<file path="src/rtl/byte_stream_pkg.sv">
// byte_stream_pkg: definitions shared by the byte stream buffer and its
// shift register.
//   BYTE_W  : width of one streamed byte
//   state_t : sequencer states IDLE -> START -> STREAM -> DONE
package byte_stream_pkg;

  localparam int BYTE_W = 8;

  typedef enum logic [1:0] {
    ST_IDLE   = 2'd0,
    ST_START  = 2'd1,
    ST_STREAM = 2'd2,
    ST_DONE   = 2'd3
  } state_t;

endpackage

</file>
<file path="src/rtl/byte_shreg.sv">
// byte_shreg: DATA_BYTES x 8 shift register feeding the byte stream.
// Ports:
//   clk, rst   : clock, asynchronous active-high reset (register -> 0)
//   clear      : zero the register (highest priority)
//   load       : capture load_data
//   shift      : move one byte toward the head, zeros enter at the tail
//   load_data  : word to capture
//   head       : byte currently at the head of the register
// MSB_FIRST=1 keeps the head in the top byte and shifts left; MSB_FIRST=0
// keeps it in the bottom byte and shifts right.
module byte_shreg
  import byte_stream_pkg::*;
#(
  parameter int DATA_BYTES = 69,
  parameter bit MSB_FIRST  = 1'b1
) (
  input  logic                         clk,
  input  logic                         rst,
  input  logic                         clear,
  input  logic                         load,
  input  logic                         shift,
  input  logic [DATA_BYTES*BYTE_W-1:0] load_data,
  output logic [BYTE_W-1:0]            head
);

  localparam int W = DATA_BYTES * BYTE_W;

  logic [W-1:0] sreg_q;
  logic [W-1:0] sreg_d;

  always_comb begin
    sreg_d = sreg_q;
    if (clear) begin
      sreg_d = '0;
    end else if (load) begin
      sreg_d = load_data;
    end else if (shift) begin
      if (MSB_FIRST) begin
        sreg_d = sreg_q << BYTE_W;
      end else begin
        sreg_d = sreg_q >> BYTE_W;
      end
    end
  end

  always_ff @(posedge clk or posedge rst) begin
    if (rst) begin
      sreg_q <= '0;
    end else begin
      sreg_q <= sreg_d;
    end
  end

  if (MSB_FIRST) begin : g_head_msb
    assign head = sreg_q[W-1 -: BYTE_W];
  end else begin : g_head_lsb
    assign head = sreg_q[BYTE_W-1:0];
  end

endmodule

</file>
<file path="src/rtl/byte_stream_buffer.sv">
// byte_stream_buffer: captures one word of up to DATA_BYTES bytes plus a
// byte count, then streams the bytes one per handshake.
// Ports:
//   clk, rst             : clock, asynchronous active-high reset
//   load_valid/load_ready: load handshake, load_ready high only in IDLE
//   load_data, load_len  : word and byte count (clamped to DATA_BYTES)
//   abort                : synchronous flush back to IDLE, no done pulse
//   ostart               : one-cycle pulse before the first byte
//   ovalid/oready        : byte handshake; a byte moves when both are high
//   obyte, olast         : current byte, high with the final byte
//   done                 : one-cycle pulse after the final transfer
//   sent_cnt             : bytes transferred since the last load
//                          (present only with BYTE_STREAM_CNT_EN defined)
// Handshake: obyte/olast are stable while ovalid && !oready; oready is a
// don't-care whenever ovalid is low.
module byte_stream_buffer
  import byte_stream_pkg::*;
#(
  parameter int  DATA_BYTES = 69,
  parameter bit  MSB_FIRST  = 1'b1,
  localparam int CNT_W      = $clog2(DATA_BYTES + 1)
) (
  input  logic                         clk,
  input  logic                         rst,
  input  logic                         load_valid,
  output logic                         load_ready,
  input  logic [DATA_BYTES*BYTE_W-1:0] load_data,
  input  logic [CNT_W-1:0]             load_len,
  input  logic                         abort,
  output logic                         ostart,
  output logic                         ovalid,
  input  logic                         oready,
  output logic [BYTE_W-1:0]            obyte,
  output logic                         olast,
  output logic                         done
`ifdef BYTE_STREAM_CNT_EN
  ,
  output logic [CNT_W-1:0]             sent_cnt
`endif
);

  state_t           state_q, state_d;
  logic [CNT_W-1:0] rem_q, rem_d;
  logic [CNT_W-1:0] len_clamped;
  logic             ostart_q, ostart_d;
  logic             ovalid_q, ovalid_d;
  logic             olast_q, olast_d;
  logic             done_q, done_d;
  logic             accept;
  logic             xfer;

  assign len_clamped = (load_len > CNT_W'(DATA_BYTES)) ? CNT_W'(DATA_BYTES) : load_len;

  // abort beats both a load and a transfer in the same cycle.
  assign accept = (state_q == ST_IDLE) && load_valid && !abort;
  assign xfer   = ovalid_q && oready && !abort;

  always_comb begin
    state_d = state_q;
    rem_d   = rem_q;
    if (abort) begin
      state_d = ST_IDLE;
      rem_d   = '0;
    end else begin
      case (state_q)
        ST_IDLE: begin
          if (load_valid) begin
            rem_d   = len_clamped;
            state_d = (len_clamped == '0) ? ST_DONE : ST_START;
          end
        end
        ST_START: state_d = ST_STREAM;
        ST_STREAM: begin
          // STREAM is only entered with rem >= 1, so this cannot underflow.
          if (xfer) begin
            rem_d = rem_q - CNT_W'(1);
            if (rem_q == CNT_W'(1)) begin
              state_d = ST_DONE;
            end
          end
        end
        ST_DONE: state_d = ST_IDLE;
        default: state_d = ST_IDLE;
      endcase
    end

    // Outputs are registered: decode them from the next state.
    ostart_d = (state_d == ST_START);
    ovalid_d = (state_d == ST_STREAM);
    olast_d  = (state_d == ST_STREAM) && (rem_d == CNT_W'(1));
    done_d   = (state_d == ST_DONE);
  end

  always_ff @(posedge clk or posedge rst) begin
    if (rst) begin
      state_q  <= ST_IDLE;
      rem_q    <= '0;
      ostart_q <= 1'b0;
      ovalid_q <= 1'b0;
      olast_q  <= 1'b0;
      done_q   <= 1'b0;
    end else begin
      state_q  <= state_d;
      rem_q    <= rem_d;
      ostart_q <= ostart_d;
      ovalid_q <= ovalid_d;
      olast_q  <= olast_d;
      done_q   <= done_d;
    end
  end

  assign load_ready = (state_q == ST_IDLE);
  assign ostart     = ostart_q;
  assign ovalid     = ovalid_q;
  assign olast      = olast_q;
  assign done       = done_q;

  byte_shreg #(
    .DATA_BYTES(DATA_BYTES),
    .MSB_FIRST (MSB_FIRST)
  ) u_shreg (
    .clk      (clk),
    .rst      (rst),
    .clear    (abort),
    .load     (accept),
    .shift    (xfer),
    .load_data(load_data),
    .head     (obyte)
  );

`ifdef BYTE_STREAM_CNT_EN
  logic [CNT_W-1:0] cnt_q, cnt_d;

  // Holds its final value through DONE and IDLE until the next load.
  always_comb begin
    cnt_d = cnt_q;
    if (abort || accept) begin
      cnt_d = '0;
    end else if (xfer) begin
      cnt_d = cnt_q + CNT_W'(1);
    end
  end

  always_ff @(posedge clk or posedge rst) begin
    if (rst) begin
      cnt_q <= '0;
    end else begin
      cnt_q <= cnt_d;
    end
  end

  assign sent_cnt = cnt_q;
`endif

endmodule

</file>
<file path="config.mk">
export PLATFORM = sky130hd
export DESIGN_NAME = byte_stream_buffer
export DESIGN_NICKNAME = d
export VERILOG_FILES = /design/src/rtl/byte_stream_pkg.sv /design/src/rtl/byte_shreg.sv /design/src/rtl/byte_stream_buffer.sv
export SDC_FILE = /design/constraint.sdc
export NUM_CORES = 2
export LEC_CHECK = 0
export ABC_CLOCK_PERIOD_IN_PS = 22600
export BUFFER_PORTS_ARGS = -buffer_cell sky130_fd_sc_hd__buf_2
export CORE_MARGIN = 8
export CORE_UTILIZATION = 55
export CTS_CLUSTER_SIZE = 30
export DETAILED_ROUTE_END_ITERATION = 12
export GPL_TIMING_DRIVEN = 0
export PLACE_DENSITY = 0.87
export RECOVER_POWER = 25
export SLEW_MARGIN = 10
export SYNTH_ARGS = -nofsm -noshare
export SYNTH_HDL_FRONTEND = slang
export SYNTH_SLANG_ARGS = --single-unit
</file>
<file path="constraint.sdc">
create_clock -name clk -period 22.6 [get_ports clk]
set_input_delay 3.39 -clock clk [delete_from_list [all_inputs] [get_ports clk]]
set_output_delay 3.39 -clock clk [all_outputs]
set_load 0.02 [all_outputs]
</file>
==> results.toml <==
[synthesis]
synth.most_common_cell = "sky130_fd_sc_hd__dfrtp_1"
synth.avg_cell_area_um2 = 8.23
yosys.area.top_type_share = 0.556
synth_top_cell_by_area = "sky130_fd_sc_hd__dfrtp_1"
synthArstFlopShare = 1.00
synth-edff-count = 0
post_synth_instance_area_um2 = 25400
synth_cells = 3092
synthDistinctLibCells = 51
net_count_of_the_mapped_netlist = 3660
ys_seq_elements = 565
synthFlopType = "sky130_fd_sc_hd__dfrtp_1"
synth_warnings = 0
ys_seq_area_frac = 0.556
yosys-top-cells-area = "sky130_fd_sc_hd__dfrtp_1 (56%), sky130_fd_sc_hd__a21oi_1 (11%), sky130_fd_sc_hd__o21ai_0 (9.3%)"
most_used_standard_cells_in_the_synthesized_netlist = "sky130_fd_sc_hd__dfrtp_1 (565), sky130_fd_sc_hd__nand2_1 (552), sky130_fd_sc_hd__nor2_1 (549)"

[floorplan]
die-height_um = 231
floorplan.io_pins = 577
design.core.area_um2 = 45500
floorplan.die_area_um2 = 53400
die_width_um = 231
initial_utilization = 0.559
rows = 78

[flow_run]
maxCapViolCount = 2

[power_and_ir_drop]
power_leakage_nw = 14.5
power.ir.vdd_worst_mv = 0.0731
pwr_density_cell_nw_per_um2 = 93.7

[sta]
report.final.setup_viol = 0
timing_max_transition_violations_final = 166
fmax_ghz = 0.104
setup_ws_ns = 13.02
final_min_period_over_clock_period = 0.424
post-route-min-period_ns = 9.58
timing_worst_slew_pin_value_ns = 5.05
slew_headroom = -2.37
hold_viol = 0
rsz0062_at_grt = "false"
setup_skew_ns = 0.0113

[status]
run_status = "finished, violations left"
violations = "capacitance limit, slew limit"

[setup_path]
crit_path_start_kind = "input port"
minimum_setup_slack_among_reg_to_reg_paths_ns = 20.06
cp_data_required_time_ns = 22.11
critical_path_arrival_ns = 9.09
cp_max_fo = 89
timing.critical_path.to_type = "async pin"
critPathKind = "input port to async pin"
regToRegStartpoint = "state_q[0]"
reg2reg_depth = 9
critical_path.reg2reg.endpoint = "u_shreg.sreg_q[420]"

[place]
dp.final_hpwl_um = 64000
place_area_um2 = 29200
place.port_buffers = 576
pre_cts_ws_ns = 17.14
finalWeightedCongestion = 0.968

[route]
dr.pass1.iters = 7
drt_drc_violations_left = 0
route.met2.wl_um = 40900
routed_via_density = 5.69
detail_route.wl_per_cell_um = 19.4
route.vias.total = 25100
met1_length_um = 33200
antenna_left = 0
routed_wirelength_um = 85600
routed-wl-met3_um = 7450
topmost_layer_with_routed_signal_wires = "met5"
drt-initial-drc-count = 2378

[cells_and_area]
filler_cells = 3668
drive_above_1_share = 0.195
number_of_nets_in_the_final_layout = 4299
fin_area_um2 = 31100
areaGrowthSynthToFinish_pct = 22.3

[min_path]
worstHoldStart = "u_shreg.sreg_q[5]"
holdPathStages = 1
worstHoldEndpoint = "u_shreg.sreg_q[5]"
hold_class = "flip-flop to flip-flop"

[global_route]
first_pass_grt_wire_length_um = 131000
largest_net_degree_at_the_start_of_global_routing = 117
grt_usage = 0.307
first_global_vias = 24900
global_route_total_overflow = 0
antenna_violations_before_repair = 34

[clocking]
cts_tree = "yes"
cts.path.max_buffers = 3
tritoncts_num_sinks = 565
clockRootBuffer = "sky130_fd_sc_hd__clkbuf_16"
path_clk_slew_ns = 0.06
cts_setup_buffers = 0
cts_hold_buffers = 0
postCtsResizedCells = 0
cts_max_level = 2
cts_bufs_inserted = 56
insertion_delay_ns = 0.61
[critical path, stage by stage]
cell and delay, ns:
sky130_fd_sc_hd__buf_2 0.10, sky130_fd_sc_hd__clkinvlp_2 1.84, sky130_fd_sc_hd__clkbuf_1 3.64
[metal layers]
metal  GRT usage  vias up
met5           0        -
met4       0.147       16
met3      0.0676      244
met2       0.499     1254
met1       0.388    11900
li1            -    11600
[logic make-up (layout without fill, tap and decap cells)]
logic type / after synthesis / after routing / synth area share
XOR/XNOR: 1 / 1 / 0.000344
AND/OR/NAND/NOR: 1132 / 1132 / 0.172
adder cells (fa/ha/maj): 4 / 4 / 0.00197
AO/OA/AOI/OAI: 1121 / 1121 / 0.225
multiplexers: 3 / 3 / 0.00118
buffers and inverters: 266 / 951 / 0.0438
other: 0 / 29 / 0
flip-flops: 565 / 565 / 0.556
[layout make-up]
cell class,count,area (µm²),share of cell area
Buffer,255,1070,0.0344
Clock inverter,18,168,0.00539
Tap cell,600,751,0.0241
Sequential cell,565,14100,0.455
Clock buffer,86,1700,0.0546
Timing Repair Buffer,581,2990,0.0963
Antenna cell,29,72.6,0.00233
Inverter,11,42.5,0.00137
Multi-Input combinational cell,2261,10200,0.327
[per-stage QoR]
stage               total power, mW  TNS (ns)  hold WS, ns   util  std cells
finish                         2.92         0        0.500  0.684       4406
detailed placement             1.96         0        0.481  0.642       4273
global route                   3.05         0        0.507  0.683       4399
global placement               1.94  -1245.34        0.479  0.639       4268
floorplan                      1.74         0        0.461      -       3092
CTS                            2.91         0        0.500  0.683       4377
[cells in the final DEF, fill, tap and decap left out, types with 2 or more instances in the layout]
master and n:
sky130_fd_sc_hd__buf_2 625, sky130_fd_sc_hd__dfrtp_1 565, sky130_fd_sc_hd__nand2_1 552, sky130_fd_sc_hd__nor2_1 549
sky130_fd_sc_hd__a21oi_1 548, sky130_fd_sc_hd__o21ai_0 473, sky130_fd_sc_hd__clkbuf_1 202, sky130_fd_sc_hd__o21ai_1 73
sky130_fd_sc_hd__clkbuf_16 58, sky130_fd_sc_hd__diode_2 29, sky130_fd_sc_hd__clkbuf_8 14, sky130_fd_sc_hd__buf_4 13
sky130_fd_sc_hd__inv_1 10, sky130_fd_sc_hd__clkinv_2 9, sky130_fd_sc_hd__a22o_1 8, sky130_fd_sc_hd__buf_1 6
sky130_fd_sc_hd__or4_1 5, sky130_fd_sc_hd__clkinvlp_4 5, sky130_fd_sc_hd__o211ai_1 4, sky130_fd_sc_hd__ha_1 4
sky130_fd_sc_hd__buf_16 4, sky130_fd_sc_hd__mux2i_1 3, sky130_fd_sc_hd__nor3_1 3, sky130_fd_sc_hd__and2_1 2
sky130_fd_sc_hd__nor2b_1 2, sky130_fd_sc_hd__a31oi_1 2, sky130_fd_sc_hd__nand3_1 2, sky130_fd_sc_hd__nand3b_1 2
sky130_fd_sc_hd__nand4b_1 2, sky130_fd_sc_hd__bufinv_16 2
[where the power goes]
part	internal [mW]	switching [mW]
combinational	0.222	0.398
sequential	1.22	0.127
clock	0.540	0.406
[flip-flops by register name, indices dropped and copies added, names as in the netlist]
name	flops
done	1
olast	1
ostart	1
ovalid	1
rem_q	7
state_q	2
u_shreg.sreg_q	552
[worst max-delay path by stage]
stage | start | endpoint | slack [ns]
2_1_floorplan | rst | done | 3.41
3_3_place_gp | rst | u_shreg.sreg_q[263] | -2.27
3_5_place_dp | rst | u_shreg.sreg_q[255] | 17.14
4_1_cts | state_q[1] | load_ready | 17.58
5_1_grt | rst | u_shreg.sreg_q[97] | 11.71
6_report | rst | u_shreg.sreg_q[92] | 13.02
(Power assumes the default switching activity.)
